==> src/rtl/ttpu_pkg.sv <==
// ttpu_pkg: shared datapath defaults for the ReLU -> unified-buffer activation path.
package ttpu_pkg;

  localparam int unsigned DATA_WIDTH = 16;
  localparam int unsigned LENGTH     = 64;
  localparam int unsigned LANES      = 4;
  localparam int unsigned BEATS      = LENGTH / LANES;
  localparam int unsigned BEAT_W     = (BEATS > 1) ? $clog2(BEATS) : 1;

  typedef logic [DATA_WIDTH-1:0] elem_t;

endpackage

==> src/rtl/act_vec_serializer.sv <==
// act_vec_serializer: two-slot ping-pong buffer that narrows LENGTH-element
// activation vectors into LANES-element beats over a valid/ready handshake.
module act_vec_serializer
  import ttpu_pkg::*;
#(
  parameter int unsigned DATA_WIDTH = ttpu_pkg::DATA_WIDTH,
  parameter int unsigned LENGTH     = ttpu_pkg::LENGTH,
  parameter int unsigned LANES      = ttpu_pkg::LANES,
  localparam int unsigned BEATS     = LENGTH / LANES,
  localparam int unsigned BEAT_W    = (BEATS > 1) ? $clog2(BEATS) : 1
) (
  input  logic                  clk,
  input  logic                  reset,
  input  logic                  in_valid,
  output logic                  in_ready,
  input  logic [DATA_WIDTH-1:0] in_vec [0:LENGTH-1],
  output logic                  out_valid,
  input  logic                  out_ready,
  output logic [DATA_WIDTH-1:0] out_data [0:LANES-1],
  output logic [BEAT_W-1:0]     out_beat,
  output logic                  out_last,
  input  logic                  flush
);

  localparam int unsigned IDX_W = (LENGTH > 1) ? $clog2(LENGTH) : 1;

  if (LENGTH % LANES != 0) begin : g_bad_geometry
    $error("act_vec_serializer: LENGTH must be a multiple of LANES");
  end

  logic [DATA_WIDTH-1:0] slot [0:1][0:LENGTH-1];
  logic [1:0]            full;
  logic                  wr_ptr;
  logic                  rd_ptr;
  logic [BEAT_W-1:0]     beat;

  logic capture;
  logic xfer;
  logic last_beat;

  // Handshake decode; in_ready depends only on registered state.
  always_comb begin
    in_ready  = !full[wr_ptr];
    out_valid = full[rd_ptr];
    last_beat = (beat == BEAT_W'(BEATS - 1));
    out_last  = out_valid && last_beat;
    out_beat  = beat;
    capture   = in_valid && in_ready;
    xfer      = out_valid && out_ready;
  end

  // Beat mux: lane k of the current beat comes from element beat*LANES+k of the read slot.
  for (genvar k = 0; k < LANES; k++) begin : g_lane
    assign out_data[k] = slot[rd_ptr][IDX_W'(int'(beat) * LANES + k)];
  end

  // Slot capture, occupancy tracking and beat sequencing; flush overrides both sides.
  always_ff @(posedge clk or posedge reset) begin
    if (reset) begin
      slot   <= '{default: '0};
      full   <= '0;
      wr_ptr <= 1'b0;
      rd_ptr <= 1'b0;
      beat   <= '0;
    end else if (flush) begin
      full   <= '0;
      wr_ptr <= 1'b0;
      rd_ptr <= 1'b0;
      beat   <= '0;
    end else begin
      // Capture and release always touch different bits of full: a slot being
      // drained is full, so it can never be the write slot in the same cycle.
      if (capture) begin
        slot[wr_ptr] <= in_vec;
        full[wr_ptr] <= 1'b1;
        wr_ptr       <= ~wr_ptr;
      end
      if (xfer) begin
        if (last_beat) begin
          beat         <= '0;
          full[rd_ptr] <= 1'b0;
          rd_ptr       <= ~rd_ptr;
        end else begin
          beat <= beat + BEAT_W'(1);
        end
      end
    end
  end

endmodule

==> config.mk <==
export PLATFORM = sky130hd
export DESIGN_NAME = act_vec_serializer
export DESIGN_NICKNAME = d
export VERILOG_FILES = /design/src/rtl/ttpu_pkg.sv /design/src/rtl/act_vec_serializer.sv
export SDC_FILE = /design/constraint.sdc
export NUM_CORES = 2
export LEC_CHECK = 0
export CORE_MARGIN = 2
export CORE_UTILIZATION = 50
export DETAILED_ROUTE_END_ITERATION = 12
export HOLD_SLACK_MARGIN = 0.05
export PLACE_DENSITY = 0.79
export SYNTH_ARGS = -nofsm -noshare
export SYNTH_HDL_FRONTEND = slang
export SYNTH_SLANG_ARGS = --single-unit
==> constraint.sdc <==
create_clock -name clk -period 223.7 [get_ports clk]
set_input_delay 44.74 -clock clk [delete_from_list [all_inputs] [get_ports clk]]
set_output_delay 44.74 -clock clk [all_outputs]
set_load 0.05 [all_outputs]
* Yosys cells after proc, flatten, opt, wreduce, memory -nomap -nowiden
Cells that the tools add are included. Widths: inputs -> output; s select.
Operators by class: multipliers 0, bitwise logic cells 12, mux-type cells 39, shift-type cells 0, magnitude comparators 11, eq/ne operators 1, reductions and logical operators 12, divide/modulo/power cells 0, add/sub/neg operators 4
Operator list (number):
- $mux 1024 | 4
- $bwmux 2048 | 1
- $demux 1024 s1 | 1
- $bmux 16 s6 | 4
- $mux 16 | 8
- $ge 7x7->1 const B | 4
- $not 6->7 | 4
- $add 6x2->6 const B | 2
- $mux 4 | 3
- $mux 1 | 11
- $mux 2 | 5
- $add 6x1->6 const B | 1
- $logic_and 1x1->1 | 6
- $reduce_bool 2->1 | 3
- $add 4x1->4 const B | 1
- $eq 4x4->1 const B | 1
- $ge 2x2->1 const B | 2
- $lt 1x2->1 const B | 2
- $not 1->2 | 2
- $reduce_and 2->1 | 2
- $not 1->1 | 3
- $and 2x2->2 | 1
- $demux 1 s1 | 2
- $ge 1x1->1 const B | 2
- other kinds (4) | 4
Word-level totals: memory bits (read-only) 0, bits in writable memories 0, output and inout bits 71, bits in latches 0, input port bits 1029, bits in registers 2056, word-level logic and storage cells 211, memories kept 0

* Logic depth before layout (Yosys ltp)
depth in word-level cells 11, mapped depth 8, gate-level depth less buffers 4

* Worst setup path after synthesis
No wires, ideal clock.
path type register to output, start point reg beat[1] (netlist: out_beat[1]), end point out out_data[14] (netlist name), setup slack 175669 ps, cell stages (with the launch flop) 7, data arrival time 3291 ps, required time 178960 ps, cell sequence dfrtp_1 > buf_2 > buf_2 > buf_1 > nand2b_1 > o22ai_1 > nor4_1
RTL lines:
- start, declared | line act_vec_serializer.sv:35 | logic [BEAT_W-1:0] beat;
- start signal, assigned | line act_vec_serializer.sv:84 | beat <= beat + BEAT_W'(1);
- end, declared | line act_vec_serializer.sv:19 | output logic [DATA_WIDTH-1:0] out_data [0:LANES-1],

==> impl_metrics.yaml <==
status:
  outcome: "finished, final reports clean"
synthesis:
  yosys.area.top_type: "sky130_fd_sc_hd__dfrtp_1"
  yosys_register_bits: 2056
  synth.avg_cell_area_um2: 15.7
  synth_edf_count: 0
  synth-seq-area-share: 0.559
  synth_async_sr_flop_share: 1.00
  synth_cells: 5876
  predominant_post_synthesis_flop_cell: "sky130_fd_sc_hd__dfrtp_1"
  leading_cell_types_by_total_area_after_synthesis: "sky130_fd_sc_hd__dfrtp_1 56%, sky130_fd_sc_hd__mux2_2 21%, sky130_fd_sc_hd__mux4_2 7.4%, sky130_fd_sc_hd__mux2i_1 4.5%, sky130_fd_sc_hd__mux2_1 4.2%"
  mappedNetlistArea_mm2: 0.0920
  synth.lib_cells_used.distinct: 43
  synth.top_cell.area_share: 0.559
  synth-warning-count: 0
  synth_fp_nets: 6906
die:
  die_w_um: 433
  design.die.area_mm2: 0.187
  initial_utilization: 0.503
  ios: 1100
  fp.coreArea_mm2: 0.183
  die_y_um: 433
  num_rows: 157
finish:
  design.final.nets: 7898
  mostFrequentLayoutCell: "sky130_fd_sc_hd__dfrtp_1"
  post_layout_nonfiller_instances: 9651
  post_route_cells_drive_above_1_share: 0.355
  post_synthesis_to_final_layout_area_growth_pct: 22.1
  fin_util: 0.614
  layout.cells.most_common_list: "2051 x sky130_fd_sc_hd__dfrtp_1, 1718 x sky130_fd_sc_hd__mux2_2, 1099 x sky130_fd_sc_hd__clkdlybuf4s50_1"
worst_setup_path:
  crit_path_max_cell_delay_ps: 960
  r2r-start: "wr_ptr"
  worst_case_reg_to_reg_path_depth: 8
  crit_start: "out_beat[1]"
  worst-setup-path-type: "flop to output port"
  end_kind: "output port"
  critPathSlowestCell: "sky130_fd_sc_hd__buf_4"
  crit_top_cell: "sky130_fd_sc_hd__buf_4"
  worst-path-max-fanout: 107
  worst_setup_path_start_kind: "flop"
  r2r_end: "slot[1800]"
  critPathCapture: "out_data[34]"
  required_ps: 178960
  r2r_setup_slack_ps: 218140
  critical_path.cell_chain: "buf_4, buf_12, buf_4, mux2i_1, a22oi_1, nand3_1, nand4_1, clkdlybuf4s50_1"
  timing.critical_path.arrival_ps: 6580
grt:
  grt_start_max_net_pins: 187
  initial_antenna_violation_count: 194
  first_global_vias: 61900
  grt_pass1_wl_um: 437000
  gr-total-overflow: 0
  gr-usage-all-layers: 0.326
route:
  drt_pre_antenna_iters: 5
  drt_iter0_markers: 4411
  drt-vias-per-instance: 6.04
  remaining_antenna_violation_count: 0
  postRouteWirelength_um: 309000
  total_via_count_after_detailed_routing: 58300
  post-route-drc-count: 0
  routedWlPerCell_um: 32.0
timing:
  final-hold-violation-count: 0
  setup_ws_ps: 172380
  min_period_ps: 51320
  maxClockFrequency_ghz: 0.0195
  setup-tns-final_ps: 0
  worst_pin_slew_ps: 1270
  hold_ws_ps: 484
  grt_setup_unrepaired: "false"
  fin_worst_skew_ps: 21.0
  max_slew_margin: 0.156
  finalSetupViolations: 0
  fin_crit_sh: 0.229
  final_max_slew_viols: 0
cts:
  cts.reportedPaths.clkPinSlew_ps: 60
  cts_resized: 0
  clk-insertion-delay-late_ps: 860
  clk_root_buffer_cell: "sky130_fd_sc_hd__clkbuf_16"
  numCtsBuffers: 209
  h_tree_depth_reported_by_cts: 4
  cts.repair_timing.setup_buffer_count: 0
  cts.sink_count: 2056
  cts_hold_buf: 0
  tritoncts_clock_tree: "done"
  clock_tree.buffer_depth: 3
pwr:
  cellLeakagePower_uw: 0.0441
  power_per_standard_cell_area_mw_per_mm2: 9.92
  power.ir.vdd_worst_mv: 0.00678
placed_design:
  io_buffers: 1099
  gp_routability_congestion: 0.870
  pre_cts_ws_ps: 172340
  dp_hpwl_um: 222000
  post-place-cells: 9121
flow_run:
  max_cap_violations: 0
hold_path:
  worstHoldPathCells: 1
  hp-class: "flop to flop"
[report_power, final]
part / internal [uW] / total (uW) / switching [uW]
clock network: 208 / 357 / 149
logic: 131 / 223 / 92.6
registers: 477 / 533 / 56.6
[final cells by class]
class | instances | area [um^2]
multi-input combinational | 3391 | 38300
fill | 13600 | 70600
clock buffer | 307 | 6160
clock inverter | 76 | 867
sequential | 2056 | 51500
antenna | 147 | 368
inverter | 4 | 22.5
tap | 2464 | 3080
timing repair buffer | 1206 | 12000
[worst min-delay path by stage]
| stage | start | to | slack, ps |
|---|---|---|---|
| floorplan | slot[543] | slot[543] | 450 |
| global placement | slot[136] | slot[136] | 460 |
| detailed placement | slot[25] | slot[25] | 470 |
| CTS | slot[319] | slot[319] | 480 |
| global route | slot[194] | slot[194] | 500 |
| finish | slot[39] | slot[39] | 480 |
[critical path: cells and delay by family (launching register included)]
family | cells | cell delay [ps]
multiplexers | 1 | 180
AO/OA/AOI/OAI | 1 | 250
buffers and inverters | 4 | 3130
flip-flops | 1 | 830
AND/OR/NAND/NOR | 2 | 950
[per-stage QoR]
| step | area (um^2) | total power, uW |
|---|---|---|
| 2_1_floorplan | 92000 | 684 |
| 6_report | 112000 | 1110 |
| 3_5_place_dp | 105000 | 759 |
| 5_1_grt | 112000 | 1160 |
| 4_1_cts | 112000 | 1120 |
| 3_3_place_gp | 105000 | 742 |
[state kept, by name (all words and copies together) (netlist names)]
name	flops
rd_ptr	1
slot	2048
wr_ptr	1
out_beat	4
full	2
[synth_stat cells, drive strengths merged (7+ instances only)]
| cell type | n |
|---|---|
| a22o | 8 |
| o22ai | 66 |
| nand2 | 15 |
| mux2i | 411 |
| nand4 | 42 |
| dfrtp | 2056 |
| nand2b | 7 |
| nor4 | 14 |
| a21oi | 9 |
| clkbuf | 85 |
| mux4 | 304 |
| a22oi | 272 |
| nor3 | 18 |
| a31oi | 8 |
| nor2 | 15 |
| nand3 | 88 |
| nor2b | 12 |
| buf | 340 |
| mux2 | 2059 |
| and2 | 8 |
[layer usage]
layer / up-vias / global-route usage / routed length, um
li1: 24200 / - / -
met1: 31100 / 0.368 / 110000
met2: 2081 / 0.534 / 154000
met3: 773 / 0.0774 / 20000
met4: 72 / 0.254 / 24900
met5: - / 0 / 448
[cells by family (layout without fill, tap and decap cells)]
logic type | Yosys count | count (layout) | share of synthesized area
AOI/OAI and AO/OA | 379 | 379 | 0.0298
DFF | 2056 | 2056 | 0.559
other | 0 | 147 | 0
and+or+nand+nor | 234 | 234 | 0.0139
muxes | 2774 | 2774 | 0.371
buffers and inverters | 429 | 1593 | 0.0251
xor gates and xnor gates | 3 | 3 | 0.000286
adders and majority gates | 1 | 1 | 0.000136
Note: power is estimated with default switching activity, not from simulation.
